==> src/rtl/param_ctrl.sv <==
// param_ctrl: debounced four-button control of the sine generator's enable,
// frequency step, amplitude divisor and phase offset, with a mode FSM.
module param_ctrl #(
    parameter int DB_CYCLES = 500000,
    parameter int FREQ_STEP = 16,
    parameter int FREQ_INIT = 64,
    parameter int FREQ_MIN  = 1
) (
    input  logic        clk,
    input  logic        rst,
    input  logic        btn_mode,
    input  logic        btn_up,
    input  logic        btn_down,
    input  logic        btn_en,
    output logic        en,
    output logic [11:0] state_freq,
    output logic [2:0]  state_amp,
    output logic [7:0]  state_phase,
    output logic [1:0]  mode
);
    localparam int CW = $clog2(DB_CYCLES);
    localparam logic [CW-1:0] CNT_MAX = CW'(DB_CYCLES - 1);
    localparam logic [1:0] M_FREQ = 2'd0, M_AMP = 2'd1, M_PHASE = 2'd2;

    logic [3:0]  raw, s1, s2, db, db_q, pulse;
    logic [1:0]  state, state_nx;
    logic        up, dn;
    logic [12:0] f_up, f_dn;

    assign raw = {btn_en, btn_down, btn_up, btn_mode};

    always_ff @(posedge clk) begin
        if (rst) begin
            s1   <= '0;
            s2   <= '0;
            db_q <= '0;
        end else begin
            s1   <= raw;
            s2   <= s1;
            db_q <= db;
        end
    end

    for (genvar i = 0; i < 4; i++) begin : g_db
        logic [CW-1:0] cnt;
        logic          d;
        always_ff @(posedge clk) begin
            if (rst) begin
                cnt <= '0;
                d   <= 1'b0;
            end else if (s2[i] == d) begin
                cnt <= '0;
            end else if (cnt == CNT_MAX) begin
                d   <= s2[i];
                cnt <= '0;
            end else begin
                cnt <= cnt + 1'b1;
            end
        end
        assign db[i] = d;
    end

    // press = debounced rising edge; releases are ignored
    assign pulse = db & ~db_q;
    assign up    = pulse[1] & ~pulse[2];
    assign dn    = pulse[2] & ~pulse[1];

    always_ff @(posedge clk) begin
        state <= rst ? M_FREQ : state_nx;
    end

    always_comb begin
        state_nx = (state == 2'd3) ? M_FREQ :
                   !pulse[0]       ? state :
                   (state == M_PHASE) ? M_FREQ : state + 2'd1;
    end

    always_comb begin
        mode = state;
    end

    // 13-bit arithmetic so saturation is detected instead of wrapping
    assign f_up = {1'b0, state_freq} + 13'(FREQ_STEP);
    assign f_dn = {1'b0, state_freq} - 13'(FREQ_STEP);

    always_ff @(posedge clk) begin
        if (rst) begin
            en          <= 1'b1;
            state_freq  <= 12'(FREQ_INIT);
            state_amp   <= 3'd1;
            state_phase <= 8'd0;
        end else begin
            if (pulse[3])
                en <= ~en;
            if (state == M_FREQ && up)
                state_freq <= f_up[12] ? 12'hfff : f_up[11:0];
            if (state == M_FREQ && dn)
                state_freq <= (f_dn[12] || f_dn[11:0] < 12'(FREQ_MIN)) ? 12'(FREQ_MIN) : f_dn[11:0];
            if (state == M_AMP && up && state_amp != 3'd7)
                state_amp <= state_amp + 3'd1;
            if (state == M_AMP && dn && state_amp > 3'd1)
                state_amp <= state_amp - 3'd1;
            if (state == M_PHASE && up)
                state_phase <= state_phase + 8'd1;
            if (state == M_PHASE && dn)
                state_phase <= state_phase - 8'd1;
        end
    end
endmodule
==> config.mk <==
export PLATFORM = sky130hd
export DESIGN_NAME = param_ctrl
export DESIGN_NICKNAME = d
export VERILOG_FILES = /design/src/rtl/param_ctrl.sv
export SDC_FILE = /design/constraint.sdc
export NUM_CORES = 1
export LEC_CHECK = 0
export BUFFER_PORTS_ARGS = -buffer_cell sky130_fd_sc_hd__buf_2
export CORE_ASPECT_RATIO = 0.5
export CORE_UTILIZATION = 55
export CTS_BUF_LIST = sky130_fd_sc_hd__clkbuf_16
export DETAILED_ROUTE_END_ITERATION = 12
export PLACE_DENSITY = 0.81
export SKIP_LAST_GASP = 1
export SYNTH_ARGS = -nofsm -noshare
export SYNTH_HDL_FRONTEND = slang
export SYNTH_SLANG_ARGS = --single-unit
==> constraint.sdc <==
create_clock -name clk -period 5.2 [get_ports clk]
set_input_delay 0.26 -clock clk [delete_from_list [all_inputs] [get_ports clk]]
set_output_delay 0.26 -clock clk [all_outputs]
set_load 0.1 [all_outputs]
==> impl_results.md, run 1 <==
- Outcome: finished clean
- First-pass GRT wire length: between 15000 and 20000 um
- Drt pass-1 iters: 5
- Clock power share: 0.531
- Antenna fix cells: 0
- Tot Pwr: 1.95 mW
- Ys async rst share: 0
- Fin crit share: 0.544
- IO Count: 32
- Fin crit period: 2.83 ns
- Unique masters post-synth: 68
- GRT Residual Overflow: 0
- Port bufs: 31
- Synth Cell Area: 5580 um^2
- Worst hold path type: primary input to flop
- Slew @ Worst Pin: about 0.97 ns
- Finished Core Util: 0.654
- Clock sink total: 116
- Total Wirelength: 10600 um
- RSZ-0062 raised after global routing: false
- R2R cell count: 11
- Yosys warnings: 0
- Crit Path Max Fanout: 6
- Layout cell share with drive strength beyond 1: 0.0996
- Clock Pin Slew Worst Setup and Hold Paths: 0.05 ns
- Sequential share of the synthesized area: 0.416
- Total track usage: 0.220
- Final count of pins violating max slew: 0
- DR vias: 4497
- Vias in the first global route: 4110
- Root Buffer: clkbuf_16
- R2R setup slack: 2.37 ns
- Post-synth EDFFs: 0
- Final hold vios: 0
- Placeable Area: 9630 um^2
- Dpl hpwl: 6900 um
- Synth Net Count: 680
- Flops & latches, synth: 116
- Width of the die: 144 um
- Area growth, synth to finish: 12.8%
- GPL Wtd Cong: 0.911
- Crit path arrival time: approximately 3.2 ns
- Clock tree buffer depth: 2
- Mean Syn Cell Area: 8.51 um^2
- FILL cells: 784
- NetSw: 0.410 mW
- Number of routed nets with antenna violations: 0
- Leak Pwr: 2.26 nW
- Seq pwr share: 0.460
- Worst hold path stage count: 2
- Fmax: 353 MHz
- FP Rows: 25
- Switching Fraction: 0.210
- CTS Buf Count: 17
- Combinational power share: 0.009
- Die area: 10600 um^2
- Pint: 1.54 mW
- H-tree Lvls: 4
- Max-cap viol count: 0
- Largest net degree at the start of global routing: 40
- Startpoint types: flop
- Clock Latency Late Sink: around 0.41 ns
- PostCTS Resize Cnt: 0
- Initial Util: 0.579
- Post-CTS setup buffer count: 0
- DRC errors left: 0
- Worst Path Required: between 5 and 6 ns
- 1st-iter DRT viols: about 250
- Crit path kind: flop to flop
- Hold_ws: 0.0600 ns
- Initial antenna violation count: 0
- Worst rel slew slack: 0.347
- NumNets Final: 704
- CTS tree: done
- Via-to-Cell Ratio: 5.43
- Crit path capture type: flop
- Syn Inst Count: 656
- PwrDens: 309 nW/um^2
- Wire per inst: 12.7 um
- Max VDD drop: 0.269 mV
- Setup Viol. Count Final: 0
- Top FF cell, synth: dfxtp_1
- Worst Clk Skew: 0.00772 ns
- Die Ht: 73.2 um
- Post-CTS Hold Buffers: 0
- Setup TNS: 0 ns
[per-layer routing]
layer  share of wire  track usage  routed length (um)  up-vias
met5               0            0                   0        -
met4           0.015       0.0924                 157        0
met3           0.047       0.0722                 501       15
met2            0.45        0.356                4720       95
met1            0.49        0.272                5170     2091
li1                -            -                   -     2296
[flip-flops by register name, summed over array words and instances, names as in the netlist]
name         cells
s2               4
mode             2
state_freq      10
s1               4
en               1
db_q             4
state_phase      8
g_db.cnt        76
g_db.d           4
state_amp        3
[Yosys cell counts (3+ instances only)]
cell / number / area (um^2)
dfxtp_1: 116 / 2320
xnor2_1: 34 / 298
xor2_1: 47 / 412
mux2i_1: 7 / 70.1
and4_1: 5 / 43.8
buf_4: 3 / 22.5
or3_1: 9 / 56.3
nor4b_1: 4 / 35.0
and3_1: 10 / 62.6
a211oi_1: 3 / 22.5
nand3_1: 40 / 200
o21ai_1: 5 / 25.0
ha_1: 17 / 213
inv_1: 20 / 75.1
a22oi_1: 3 / 22.5
a21oi_1: 11 / 55.1
nor2_1: 125 / 469
nor2b_1: 19 / 119
and2_1: 3 / 18.8
a31oi_1: 6 / 37.5
o21ai_0: 9 / 45.0
nand4_1: 15 / 93.8
nand2_1: 48 / 180
nor3_1: 20 / 100
nor4_1: 8 / 50.1
clkbuf_1: 10 / 37.5
buf_2: 12 / 60.1
[stage by stage]
stage | instance area, um^2 | setup WS (ns) | instances
CTS | 6300 | 2.40 | 828
global placement | 5770 | 2.59 | 796
global route | 6300 | 2.12 | 828
finish | 6300 | 2.37 | 828
detailed placement | 5770 | 2.44 | 796
floorplan | 5580 | 2.28 | 656
[kinds of logic (layout without fill, tap and decap cells)]
logic type,after synthesis,count (layout),share of synthesized area
AO/OA/AOI/OAI,60,60,0.0760
buffers and inverters,47,84,0.0377
XOR/XNOR,81,81,0.127
adder cells (fa/ha/maj),18,18,0.0417
flip-flops,116,116,0.416
AND/OR/NAND/NOR,326,326,0.287
multiplexers,8,8,0.0146
[worst paths after layout]
check	start	end
min reg2reg	s1[0]	s2[0]
max	g_db[1].d	state_phase[6]
max reg2reg	g_db[1].d	state_phase[6]
min	btn_en	s1[3]
[critical path, cell delays in order (launching register included)]
cell      delay, ns
dfxtp_1        0.34
and2b_1        0.21
nor2_1         0.36
nand2_1        0.16
inv_1          0.22
ha_1           0.31
nor2b_1        0.16
o21ai_1        0.14
a21boi_1       0.10
o21a_1         0.18
or4_1          0.46
nand3_1        0.11
[cell usage in the layout (no fill, tap or decap), types with 8 or more instances in the layout]
cell,n
nor3_1,20
buf_2,31
dfxtp_1,116
nand3_1,40
nor4_1,8
xor2_1,47
nand4_1,15
xnor2_1,34
clkbuf_16,17
a21oi_1,11
ha_1,17
nor2b_1,19
o21ai_0,9
and3_1,10
inv_1,21
nand2_1,48
nor2_1,125
or3_1,9
[power by group through the flow]
| stage | registers [mW] | logic [mW] | clock network, mW |
|---|---|---|---|
| 6_report | 0.896 | 0.0179 | 1.03 |
| 5_1_grt | 0.896 | 0.0201 | 1.09 |
| 4_1_cts | 0.896 | 0.0182 | 1.05 |
| 3_5_place_dp | 0.914 | 0.0179 | 0 |
| 3_3_place_gp | 0.914 | 0.0176 | 0 |
| 2_1_floorplan | 0.914 | 0.0137 | 0 |
[final cells by class]
cell class | instances | area, um^2 | area share
well taps | 135 | 169 | 0.0268
flip-flops and latches | 116 | 2320 | 0.369
clock inverters | 15 | 98.8 | 0.0157
repair buffers | 31 | 155 | 0.0246
multi-input cells | 493 | 3050 | 0.484
inverters | 21 | 78.8 | 0.0125
clock buffers | 17 | 425 | 0.0675
Note: power is estimated with default switching activity, not from simulation.
==> run 2, diff against run 1 <==
--- a/config.mk
+++ b/config.mk
@@ -5,6 +5,7 @@
 export SDC_FILE = /design/constraint.sdc
 export NUM_CORES = 1
 export LEC_CHECK = 0
+export ABC_AREA = 1
 export BUFFER_PORTS_ARGS = -buffer_cell sky130_fd_sc_hd__buf_2
 export CORE_ASPECT_RATIO = 0.5
 export CORE_UTILIZATION = 55
==> constraint.sdc (replaced) <==
create_clock -name clk -period 2.8 [get_ports clk]
set_input_delay 0.14 -clock clk [delete_from_list [all_inputs] [get_ports clk]]
set_output_delay 0.14 -clock clk [all_outputs]
set_load 0.1 [all_outputs]
==> impl_results.md, run 2 <==
- R2R setup slack: 0.40 ns (-1.98 ns)
- Wire per inst: 12.0 um (-5.7%)
- Top delay family on crit path: simple AND/OR/NAND/NOR gates
- Bufs and invs on worst path: 3 (+2)
- CTS Buf Count: 17 (unchanged)
- R2R cell count: 14 (+3)
- CTS tree: done
- Dominant cell type by area after synthesis: dfxtp_1
- Port bufs: 31 (unchanged)
- Fin crit share: 0.859 (+0.315)
- Worst rel slew slack: 0.664 (+0.317)
- Worst Path Required: 3.10 ns (-2.44 ns)
- Simple-Gate Fraction of Synth Area: 0.315 (+0.0283)
- Reg-to-Reg End: state_phase[6]
- Crit Path Max Fanout: 7 (+1)
- Worst hold path type: primary input to flop
- Max-cap viol count: 0 (unchanged)
- Tot Pwr: 3.70 mW (+90%)
- Via-to-Cell Ratio: 5.16 (-4.9%)
- PwrDens: 550 nW/um^2 (+78%)
- Most frequent cells in the layout: nand2_1 (139), inv_1 (118), dfxtp_1 (115)
- Initial antenna violation count: 0 (unchanged)
- Top FF cell, synth: dfxtp_1
- IO Count: 32 (unchanged)
- Worst Hold Path EP: db_q[3]
- Ys async rst share: 0 (unchanged)
- RSZ-0062 raised after global routing: false
- Compound-Gate Fraction of Synth Area: 0.0960 (+0.0200)
- GPL Wtd Cong: 0.906 (-0.57%)
- Commonest non-fill, non-tap cell in the layout: nand2_1
- Width of the die: 148 um (+2.6%)
- Count leader, synth: nand2_1
- Yosys top cell area share: 0.395 (-0.0210)
- Unique masters post-synth: 43 (-37%)
- Levels on crit path: 14 (+3)
- Hold path start: rst
- Clock Latency Late Sink: 0.41 ns (about the same)
- Flops & latches, synth: 116 (unchanged)
- Synth Cell Area: 5880 um^2 (+5.3%)
- H-tree Lvls: 4 (unchanged)
- Max VDD drop: 0.402 mV (+49%)
- Setup TNS: 0 ns (unchanged)
- Final hold vios: 0 (unchanged)
- Setup Viol. Count Final: 0 (unchanged)
- Antenna fix cells: 0 (unchanged)
- DRC errors left: 0 (unchanged)
- Top post-synthesis cells by area: dfxtp_1 (40%), nand2_1 (8.9%), inv_1 (7.5%)
- GRT Residual Overflow: 0 (unchanged)
- Most common cell on crit path: nand2_1
- Placeable Area: 10300 um^2 (+7.0%)
- Fmax: 416 MHz (+18%)
- Worst hold path stage count: 2 (unchanged)
- Worst Clk Skew: 0.00903 ns (+0.00131 ns)
- DR vias: 5158 (+15%)
- Clock tree buffer depth: 2 (unchanged)
- CP max-delay cell: ha_1
- Crit path kind: flop to flop
- Total Wirelength: 12000 um (+14%)
- Layout cell share with drive strength beyond 1: 0.129 (+0.0297)
- Post-synth EDFFs: 0 (unchanged)
- Synth Area in Adders: 0.0396 (-0.00210)
- Die area: 11100 um^2 (+5.2%)
- Top post-synthesis cells by count: nand2_1 (139), inv_1 (118), dfxtp_1 (116)
- FP Rows: 26 (+4.0%)
- Initial Util: 0.570 (-0.00934)
- Drt pass-1 iters: 5 (unchanged)
- Max reg flops: 76 (unchanged)
- Top reg by flops: g_db.cnt
- Area growth, synth to finish: 14.3%
- Synth Net Count: 829 (+22%)
- Startpoint types: flop
- Mean Syn Cell Area: 7.30 um^2 (-14%)
- Post-synthesis xor/xnor area fraction: 0.0581 (-0.0690)
- NumNets Final: 870 (+24%)
- Vias in the first global route: 4628 (+13%)
- 1st-iter DRT viols: 270 (+7.1%)
- Dpl hpwl: 8290 um (+20%)
- Yosys warnings: 0 (unchanged)
- Clock sink total: 116 (unchanged)
- Root Buffer: clkbuf_16
- Outcome: finished clean
- Crit path arrival time: 2.70 ns (-0.47 ns)
- PostCTS Resize Cnt: 0 (unchanged)
- R2r startpoint: g_db[1].d
- Crit path capture type: flop
- Fin crit period: 2.40 ns (-0.425 ns)
- Largest regs: g_db.cnt: 76 flops, state_freq: 10 flops, state_phase: 8 flops
- Number of routed nets with antenna violations: 0 (unchanged)
- Die Ht: 75.1 um (+2.5%)
- Largest family of logic cells by synthesized area: simple AND/OR/NAND/NOR gates
- Slowest Stage Delay on Critical Path: 0.36 ns (-0.10 ns)
- Slew @ Worst Pin: 0.502 ns (-0.471 ns)
- Post-CTS setup buffer count: 0 (unchanged)
- Post-synthesis mux area share: 0 (-0.0146)
- First-pass GRT wire length: 19500 um (+7.6%)
- Sequential share of the synthesized area: 0.395 (-0.0210)
- Final count of pins violating max slew: 0 (unchanged)
- Clock Pin Slew Worst Setup and Hold Paths: 0.06 ns (about the same)
- Leak Pwr: 2.76 nW (+22%)
- Syn Inst Count: 805 (+23%)
- CP Cell Sequence: inv_1 > or2_1 > nand2_2 > nor2_2 > buf_4 > ha_1 > nand2_1 > o21ai_0 > nand2_1 > nand2_1 > a21oi_1 > xnor2_1 > o21bai_1 > inv_1
- Total track usage: 0.220 (-0.000491)
- Largest net degree at the start of global routing: 21 (-48%)
-- run 2: cell families after synthesis --
family,after synthesis
AND/OR/NAND/NOR,392
adder cells (fa/ha/maj),18
flip-flops,116
buffers and inverters,140
AO/OA/AOI/OAI,100
XOR/XNOR,39
-- run 2: worst max path at each step --
| stage | startpoint | endpoint | slack [ns] |
|---|---|---|---|
| 2_1_floorplan | mode[0] | state_phase[6] | 0.20 |
| 3_3_place_gp | g_db[1].d | state_phase[6] | 0.57 |
| 3_5_place_dp | g_db[1].d | state_phase[6] | 0.49 |
| 4_1_cts | g_db[1].d | state_phase[6] | 0.42 |
| 5_1_grt | g_db[1].d | state_phase[6] | 0.19 |
| 6_report | g_db[1].d | state_phase[6] | 0.40 |
-- run 2: power by group --
part | switching (mW) | leakage (nW) | internal [mW]
registers | 0.00423 | 0.937 | 1.66
logic | 0.0295 | 1.57 | 0.0152
clock network | 0.784 | 0.252 | 1.20
total | 0.818 | 2.76 | 2.88
-- run 2: metrics by stage --
stage                      util  cell area (um^2)  std cells  hold WS (ns)  worst slack [ns]
after global routing      0.652              6720        999         0.142             0.185
after global placement    0.595              6140        963         0.365             0.571
after detailed placement  0.595              6140        963         0.368             0.485
after CTS                 0.652              6720        999         0.122             0.419
final                     0.652              6720        999         0.124             0.395
after floorplan               -              5880        805         0.247             0.204
-- run 2: metal layers --
metal,global-route usage,vias up,wire (um)
met5,0,-,0
met4,0.0928,0,162
met3,0.0564,19,495
met2,0.395,111,5680
met1,0.256,2357,5670
li1,-,2671,-
-- run 2: cell type report --
cell class / instances / area, um^2
multi-input combinational: 549 / 2990
tap: 140 / 175
fill: 820 / 3590
inverter: 123 / 462
clock buffer: 17 / 425
sequential: 116 / 2320
clock inverter: 15 / 116
timing repair buffer: 39 / 225
-- run 2: timing repair --
action,CTS,global route
hold endpoints to repair,4,0
endpoints found under the setup margin,0,0
hold buffers,4,0
==> run 3, diff against run 2 <==
--- a/config.mk
+++ b/config.mk
@@ -11,7 +11,7 @@
 export CORE_UTILIZATION = 55
 export CTS_BUF_LIST = sky130_fd_sc_hd__clkbuf_16
 export DETAILED_ROUTE_END_ITERATION = 12
-export PLACE_DENSITY = 0.81
+export PLACE_DENSITY_LB_ADDON = 0.05
 export SKIP_LAST_GASP = 1
 export SYNTH_ARGS = -nofsm -noshare
 export SYNTH_HDL_FRONTEND = slang
==> impl_results.md, run 3 (synthesized netlist as in run 2, its figures left out) <==
- Fin worst setup slack: 0.451 ns (+0.0564 ns)
- Largest net degree at the start of global routing: 21 (unchanged)
- Commonest non-fill, non-tap cell in the layout: nand2_1
- Crit path capture type: flop
- Clock sink total: 116 (unchanged)
- Die area: 11100 um^2 (unchanged)
- Worst slack, placed: 0.499 ns (+0.0135 ns)
- Port bufs: 31 (unchanged)
- CP max-delay cell: dfxtp_1
- Top reg by flops: g_db.cnt
- Via-to-Cell Ratio: 5.03 (-2.6%)
- Layout cell share with drive strength beyond 1: 0.127 (-0.00262)
- Leak Pwr: 2.78 nW (+0.63%)
- Total track usage: 0.224 (+0.00475)
- Initial Util: 0.570 (unchanged)
- Clock Pin Slew Worst Setup and Hold Paths: 0.05 ns (about the same)
- Final count of pins violating max slew: 0 (unchanged)
- Non-filler cells, final: 1001 (+0.20%)
- Clock Latency Late Sink: 0.41 ns (about the same)
- Startpoint types: flop
- Tot Pwr: 3.64 mW (-1.5%)
- Finished Core Util: 0.651 (about the same)
- Worst Path Required: 3.10 ns (about the same)
- Fin crit share: 0.839 (-0.0201)
- CP Cell Sequence: inv_1 > or2_1 > nand2_2 > nor2_2 > buf_4 > ha_1 > a21oi_1 > nand2_1 > a21oi_1 > o21ai_0 > xor2_1 > o21bai_1 > inv_1
- Outcome: finished clean
- Number of routed nets with antenna violations: 0 (unchanged)
- Total Wirelength: 11700 um (-2.3%)
- Initial antenna violation count: 0 (unchanged)
- Width of the die: 148 um (unchanged)
- Vias in the first global route: 4434 (-4.2%)
- DRC errors left: 0 (unchanged)
- GRT Residual Overflow: 0 (unchanged)
- Slowest Stage Delay on Critical Path: 0.34 ns (-0.02 ns)
- RSZ-0062 raised after global routing: false
- Fin crit period: 2.35 ns (-0.0564 ns)
- Max reg flops: 76 (unchanged)
- Largest regs: g_db.cnt: 76 flops, state_freq: 10 flops, state_phase: 8 flops
- Drt pass-1 iters: 5 (unchanged)
- H-tree Lvls: 4 (unchanged)
- IO Count: 32 (unchanged)
- GPL Wtd Cong: 0.877 (-3.2%)
- Setup Viol. Count Final: 0 (unchanged)
- Crit path kind: flop to flop
- Dpl cells: 965 (+0.21%)
- CTS Buf Count: 17 (unchanged)
- First-pass GRT wire length: 19600 um (+0.64%)
- Antenna fix cells: 0 (unchanged)
- PostCTS Resize Cnt: 0 (unchanged)
- Crit Path Max Fanout: 7 (unchanged)
- Slew @ Worst Pin: 0.505 ns (+0.00279 ns)
- FP Rows: 26 (unchanged)
- Most frequent cells in the layout: nand2_1 (139), inv_1 (120), dfxtp_1 (115)
- Worst rel slew slack: 0.666 (+0.00126)
- Placeable Area: 10300 um^2 (unchanged)
- Worst Clk Skew: 0.00803 ns (-0.000996 ns)
- Fmax: 426 MHz (+2.4%)
- NumNets Final: 872 (+0.23%)
- Final hold vios: 0 (unchanged)
- Dpl hpwl: 8220 um (-0.82%)
- Worst hold path type: primary input to flop
- Area growth, synth to finish: 14.3% (about the same)
- Die Ht: 75.1 um (unchanged)
- PwrDens: 542 nW/um^2 (-1.5%)
- Max-cap viol count: 0 (unchanged)
- Bufs and invs on worst path: 3 (unchanged)
- Max VDD drop: 0.372 mV (-7.7%)
- Crit path arrival time: 2.65 ns (-0.05 ns)
- Root Buffer: clkbuf_16
- 1st-iter DRT viols: 219 (-19%)
- Top delay family on crit path: compound AO/OA/AOI/OAI gates
- Wire per inst: 11.7 um (-2.5%)
- Setup TNS: 0 ns (unchanged)
- CTS tree: done
- DR vias: 5034 (-2.4%)
- Clock tree buffer depth: 2 (unchanged)
## run 3: where the power goes
| group | internal (mW) | switching, mW |
|---|---|---|
| sequential | 1.66 | 0.00411 |
| combinational | 0.0161 | 0.0299 |
| clock | 1.19 | 0.743 |
## run 3: path summary, 6_finish.rpt
kind | startpoint | endpoint | slack (ns) | cells past startpoint
min | rst | s2[0] | 0.14 | 2
max reg2reg | g_db[1].d | state_phase[5] | 0.45 | 13
min reg2reg | s1[0] | s2[0] | 0.40 | 2
max | g_db[1].d | state_phase[5] | 0.45 | 13
## run 3: layout make-up
cell class	instances	area, um^2
inverters	123	462
fillers	933	3590
clock buffers	17	425
well taps	140	175
clock inverters	15	100
flip-flops and latches	116	2320
repair buffers	41	240
multi-input cells	549	2990
## run 3: timing repair
action / in CTS / in global routing
setup endpoints to repair: 0 / 0
buffers inserted: 0 / 0
hold endpoints to repair: 4 / 0
hold buffers: 4 / 0
## run 3: routing by layer
| layer | track usage | wire length, um | up-vias |
|---|---|---|---|
| met5 | 0 | 0 | - |
| li1 | - | - | 2686 |
| met1 | 0.302 | 6150 | 2258 |
| met2 | 0.350 | 5050 | 72 |
| met3 | 0.0485 | 379 | 18 |
| met4 | 0.105 | 144 | 0 |
## run 3: metrics by stage
step / hold WS (ns) / cell area, um^2
after floorplan: 0.247 / 5880
after global placement: 0.339 / 6150
after detailed placement: 0.350 / 6150
after CTS: 0.132 / 6720
after global routing: 0.157 / 6720
final: 0.136 / 6720
